$ cat src/rtl/word_hash_frontend.sv
// Byte-stream word splitter and dual hasher that drives a Bloom filter.
// Each completed word is issued once (insert in learn mode, lookup otherwise) and its result is reported.
module word_hash_frontend #(
    parameter int         MAX_WORD_LEN = 32,
    parameter logic [7:0] H1_INIT      = 8'h00,
    parameter logic [7:0] H2_INIT      = 8'hA5
) (
    input  logic        clock,
    input  logic        reset,
    input  logic        learn,
    input  logic [7:0]  s_data,
    input  logic        s_valid,
    input  logic        s_last,
    output logic        s_ready,
    output logic        bf_enable,
    output logic        bf_write,
    output logic        bf_check,
    output logic [7:0]  bf_hash1,
    output logic [7:0]  bf_hash2,
    input  logic        bf_word_detected,
    output logic        word_valid,
    output logic        word_hit,
    output logic [5:0]  word_len,
    output logic [15:0] word_count
);

    localparam logic [5:0] MAX_LEN = 6'(MAX_WORD_LEN);

    typedef enum logic [1:0] {ACCUM, ISSUE, WAIT} state_t;

    state_t     state;
    logic [7:0] h1;
    logic [7:0] h2;
    logic [5:0] len;
    logic       mode;

    logic       accept;
    logic       is_upper;
    logic       is_letter;
    logic [7:0] c;
    logic       hashing;
    logic       close;
    logic [7:0] h1_next;
    logic [7:0] h2_next;
    logic [5:0] len_next;
    logic       mode_next;

    function automatic logic [7:0] hash1_step(input logic [7:0] h, input logic [7:0] ch);
        logic [7:0] h_x32;
        h_x32 = {h[2:0], 5'b00000};
        return h_x32 + h + ch;
    endfunction

    function automatic logic [7:0] hash2_step(input logic [7:0] h, input logic [7:0] ch);
        return {h[4:0], h[7:5]} ^ ch;
    endfunction

    always_comb begin
        accept    = s_valid & s_ready;
        is_upper  = (s_data >= 8'h41) && (s_data <= 8'h5A);
        is_letter = is_upper || ((s_data >= 8'h61) && (s_data <= 8'h7A));
        c         = is_upper ? (s_data | 8'h20) : s_data;
        hashing   = is_letter && (len < MAX_LEN);
        h1_next   = hashing ? hash1_step(h1, c) : h1;
        h2_next   = hashing ? hash2_step(h2, c) : h2;
        len_next  = hashing ? len + 6'd1 : len;
        // Mode is captured only on a word's first letter so mid-word toggles are ignored.
        mode_next = (is_letter && (len == 6'd0)) ? learn : mode;
        close     = s_last || !is_letter;
    end

    always_ff @(posedge clock) begin
        if (reset) begin
            state      <= ACCUM;
            h1         <= H1_INIT;
            h2         <= H2_INIT;
            len        <= 6'd0;
            mode       <= 1'b0;
            s_ready    <= 1'b1;
            bf_enable  <= 1'b0;
            bf_write   <= 1'b0;
            bf_check   <= 1'b0;
            bf_hash1   <= 8'h00;
            bf_hash2   <= 8'h00;
            word_valid <= 1'b0;
            word_hit   <= 1'b0;
            word_len   <= 6'd0;
            word_count <= 16'd0;
        end else begin
            word_valid <= 1'b0;
            case (state)
                ACCUM: begin
                    if (accept) begin
                        h1   <= h1_next;
                        h2   <= h2_next;
                        len  <= len_next;
                        mode <= mode_next;
                        // A closing byte only ends a word if at least one letter was seen.
                        if (close && (len_next != 6'd0)) begin
                            state     <= ISSUE;
                            s_ready   <= 1'b0;
                            bf_enable <= 1'b1;
                            bf_write  <= mode_next;
                            bf_check  <= ~mode_next;
                            bf_hash1  <= h1_next;
                            bf_hash2  <= h2_next;
                        end
                    end
                end
                ISSUE: begin
                    bf_enable <= 1'b0;
                    bf_write  <= 1'b0;
                    bf_check  <= 1'b0;
                    state     <= WAIT;
                end
                WAIT: begin
                    word_valid <= 1'b1;
                    word_hit   <= ~mode & bf_word_detected;
                    word_len   <= len;
                    word_count <= word_count + 16'd1;
                    h1         <= H1_INIT;
                    h2         <= H2_INIT;
                    len        <= 6'd0;
                    s_ready    <= 1'b1;
                    state      <= ACCUM;
                end
                default: state <= ACCUM;
            endcase
        end
    end

endmodule

$ cat config.mk
export PLATFORM = sky130hd
export DESIGN_NAME = word_hash_frontend
export DESIGN_NICKNAME = d
export VERILOG_FILES = /design/src/rtl/word_hash_frontend.sv
export SDC_FILE = /design/constraint.sdc
export NUM_CORES = 1
export LEC_CHECK = 0
export ABC_AREA = 1
export BUFFER_PORTS_ARGS = -buffer_cell sky130_fd_sc_hd__buf_2
export CAP_MARGIN = 20
export CORE_UTILIZATION = 60
export CTS_CLUSTER_DIAMETER = 30
export DETAILED_ROUTE_END_ITERATION = 10
export PLACE_DENSITY = 0.94
export SLEW_MARGIN = 20
export SYNTH_ARGS = -nofsm -noshare
export SYNTH_HDL_FRONTEND = slang
export SYNTH_SLANG_ARGS = --single-unit
$ cat constraint.sdc
create_clock -name clock -period 5 [get_ports clock]
set_input_delay 0.5 -clock clock [delete_from_list [all_inputs] [get_ports clock]]
set_output_delay 0.5 -clock clock [all_outputs]
set_load 0.03 [all_outputs]
* Word level (Yosys, flattened, before mapping) *
Cells that the tools add are included.
Widths: inputs -> output; s select.

storage, ports and cells
  output and inout port bits = 44
  bits of input ports = 14
  logic and storage cells = 79
  register bits after elaboration = 69

operators by class
  reduce and logical (&&, ||, !) cells = 19
  bitwise logic cells = 5
  add/subtract/negate cells = 4
  mux-type cells = 27
  equal/unequal tests = 4
  order comparisons = 5

operators with widths
  operator               count
  $mux 8                 4
  $pmux 8 s2             2
  $mux 6                 3
  $add 16x1->16 const B  1
  $add 8x8->8            2
  $ge 8x7->1 const B     2
  $le 8x7->1 const B     2
  $pmux 6 s2             1
  $mux 1                 10
  $reduce_and 3->1       3
  $pmux 1 s2             4
  $xor 8x8->8            1
  $add 6x1->6 const B    1
  $logic_not 6->1        1
  $lt 6x6->1 const B     1
  $reduce_and 2->1       3
  $reduce_bool 6->1      1
  $logic_and 1x1->1      5
  $mux 2                 2
  $ne 2x2->1 const B     2
  $pmux 2 s2             1
  $reduce_bool 2->1      2
  $and 1x1->1            2
  $eq 2x1->1 const B     1
  other kinds (5)        7

* Depth between registers and ports, before layout *
  depth after elaboration = 10
  gate-level depth with buffers = 19
  gate-level depth less buffers = 19

* Worst setup path after synthesis *
No wires, ideal clock.

  kind = in2reg
  start point = in s_data[2]
  end point = reg bf_hash1[6]
  stages on the path = 16
  path buffers = 0
  arrival = 2.552 ns
  slack = 2.336 ns
  data required time = 4.887 ns
  library setup time = 0.113 ns
  cell sequence = or2_1 nand3_1 nand3_2 nand2_1 fa_1 ha_1 nand2_1 inv_1 nand4_1 nand3_1 xor2_1 inv_1 o21ai_0 inv_1 nor2_1 nor2_1

on the way
  longest elaborated chain between the ends = 8
  elaborated cells on any way between the ends = 17
  those cells by class = add/sub: 1; order compare: 4; mux: 3; reduce/logical: 9

ends and longest elaborated chain
  what                                                RTL line  RTL
  start: declaration                                  11        input logic [7:0] s_data,
  branches (longest 8 deep; another with $ge 8x7->1)  --
  end signal: assignment                              105       bf_hash1 <= h1_next;
  end: declaration                                    18        output logic [7:0] bf_hash1,

Parallel ways; which one is timed is not known.
A chain may end at the register's enable or synchronous reset.

* Worst setup path after layout *
  start point = in s_data[4]
  end point = reg bf_hash1[6]

Same word-level chain as after synthesis.

==> impl_metrics.json <==
{
  "synth_cell_types": 39,
  "drtAntennaViolNets": 0,
  "num_vias": 3525,
  "relSlewSlack_pct": 38.84,
  "grt_pass1_vias": 3196,
  "insertion_delay_ns": 0.35,
  "cp_slowest_stage_delay_ns": 0.45,
  "fin_crit_sh_pct": 55.70,
  "min_path_cells": 2,
  "wl_per_cell_um": 12.98,
  "slowest_stage": "fa_1",
  "cp-end-kind": "flop",
  "area_growth_pct": 13.64,
  "crit_chain": "buf_2 -> inv_1 -> nand2_1 -> nor2_1 -> nand2_1 -> nand2_1 -> nand3_2 -> nand2_1 -> fa_1 -> ha_1 -> nand2_1 -> inv_1 -> nand4_1 -> nand3_1 -> xor2_1 -> inv_1 -> o21ai_0 -> inv_1 -> nor2_1 -> nor2_1",
  "drive_gt1_share_pct": 15.44,
  "post-synth-top-area-cell": "dfxtp_1",
  "yosysTopAreaCellShare_pct": 37.56,
  "cp.depth": 20,
  "dp_hpwl_um": 6120,
  "use_met3_pct": 7.386,
  "first_pass_iters": 6,
  "synth_most_common_cell": "nand2_1",
  "cts_sinks": 69,
  "drtIter0Drc": 180,
  "worstHoldPathType": "input port to flop",
  "grt_max_degree": 34,
  "die-area_um2": 6446,
  "nNetsFinal": 609,
  "crit_arrival_ns": 3.03,
  "finClkSkew_ns": 0.01099,
  "drc_errors": 0,
  "path_common_cell": "nand2_1",
  "cts_tree": "built",
  "cap_violations": 0,
  "seq_area_frac_synth_pct": 37.56,
  "diodes": 0,
  "post_cts_buffers": 0,
  "wirelength_um": 8543,
  "placeableCoreArea_um2": 5921,
  "finalInstanceArea_um2": 4179,
  "h-tree-depth": 3,
  "leakage_uw": 0.002012,
  "fmax_ghz": 0.3591,
  "fin_crit_ns": 2.785,
  "ys_warn_count": 0,
  "rows": 28,
  "chipWidth_um": 80.29,
  "cts_buffers": 9,
  "synthTopCellsByArea": "dfxtp_1, nand2_1, inv_1, nor2_1, ha_1",
  "start_util_pct": 62.11,
  "place_area_um2": 3986,
  "p_per_area_nw_per_um2": 329.6,
  "grt_pass1_wl_um": 14080,
  "path_max_fanout": 5,
  "syn_area_per_cell_um2": 7.018,
  "setup_viol": 0,
  "whs_ns": 0.4090,
  "slew_viol_final": 0,
  "grtUsageTotal_pct": 28.36,
  "antenna_found_initial": 0,
  "ys.flop_type": "dfxtp_1",
  "fin_tns_setup_ns": 0,
  "r2r_cells": 12,
  "synth_seq_cells": 69,
  "use_met2_pct": 49.15,
  "synth_area_um2": 3677,
  "crit_path_start_kind": "input port",
  "clkSlewWorstSetupHoldPaths_ns": 0.07,
  "synth_edf_count": 0,
  "required_ns": 5.24,
  "max_slew.worst_pin.slew_ns": 0.9164,
  "rsz0062_at_grt": "false",
  "outcome": "completed",
  "critPathKind": "input port to flop",
  "utilization_pct": 70.58,
  "ir_drop_mv": 0.2801,
  "critPathTopFamily": "simple AND/OR/NAND/NOR gates",
  "ctsResizeCount": 0,
  "vias_per_cell": 5.357,
  "io_pins": 58,
  "clock-root-buffer": "clkbuf_8",
  "gp_congestion": 0.9375,
  "syn_nets": 555,
  "cts_hold_buffers": 0,
  "clockBufferDepth": 2,
  "fillers": 470,
  "fp.dieH_um": 80.29,
  "grt_overflow_total": 0,
  "grt_busiest_layer": "met2",
  "final-hold-violation-count": 0,
  "cp_num_buf_inv": 5,
  "grt_use_met1_pct": 33.03,
  "multiInputGateArea_um2": 1933,
  "synth_cells": 524,
  "io_buffer_count": 57,
  "async_flop_share_pct": 0,
  "ys_top_cells_by_count": "nand2_1, inv_1, dfxtp_1, nor2_1, o21ai_0",
  "rrSetupSlack_ns": 2.39,
  "ff_latch_area_um2": 1381,
  "power_uw": 1377
}
-- final cells by class --
| cell class | count | area share, % |
|---|---|---|
| multi-input combinational | 365 | 46.26 |
| sequential | 69 | 33.05 |
| clock inverter | 4 | 1.138 |
| clock buffer | 12 | 3.473 |
| tap | 75 | 2.246 |
| timing repair buffer | 59 | 7.186 |
| inverter | 74 | 6.647 |
-- where the power goes --
part | internal [uW] | switching (uW)
combinational | 100 | 216
clock | 243 | 210
sequential | 585 | 23.4
-- routing by layer --
layer | routed length [um] | share of wire [%]
met4 | 208 | 2.4
met3 | 438 | 5.1
met1 | 3649 | 43
met2 | 4247 | 50
met5 | 0 | 0
-- registers in the layout, summed over array words and instances (netlist names) --
signal / flops
word_count: 16
bf_hash1: 8
bf_hash2: 8
h1: 8
h2: 8
len: 6
word_len: 6
state: 2
bf_check: 1
bf_enable: 1
bf_write: 1
mode: 1
s_ready: 1
word_hit: 1
word_valid: 1
-- layout by cell type (no fill, tap or decap), drive strengths merged, types with 2 or more instances in the layout --
cell type    n
nand3b       6
nor2        67
ha          14
nand4       10
xor2        13
nand2      140
nand3       21
a22o         2
or2          5
fa           3
o211ai       4
dfxtp       69
clkbuf      12
a21oi       29
xnor2        3
o21ai       31
inv         73
nor3         5
nor3b        2
o22ai        3
buf         59
clkinv       3
-- worst paths after layout --
path,from,end
worst min-delay path,bf_word_detected,word_hit
worst max-delay path,s_data[4],bf_hash1[6]
worst max register to register,state[1],word_count[15]
worst min register to register,bf_enable,bf_enable
-- cell families (layout without fill, tap and decap cells) --
group                    after synthesis  after routing  share of synthesized area (%)
AO/OA/AOI/OAI                         74             74                          11.13
XOR/XNOR                              16             16                          3.811
adder cells (fa/ha/maj)               17             17                          6.397
buffers and inverters                 90            149                          9.867
flip-flops                            69             69                          37.56
AND/OR/NAND/NOR                      258            258                          31.24
-- per-stage QoR --
step / setup WS, ns / std cells
final: 2.215 / 658
after global placement: 2.097 / 642
after floorplan: 2.336 / 524
after detailed placement: 1.922 / 642
after CTS: 2.284 / 658
after global routing: 2.039 / 658
(Power assumes the default switching activity.)
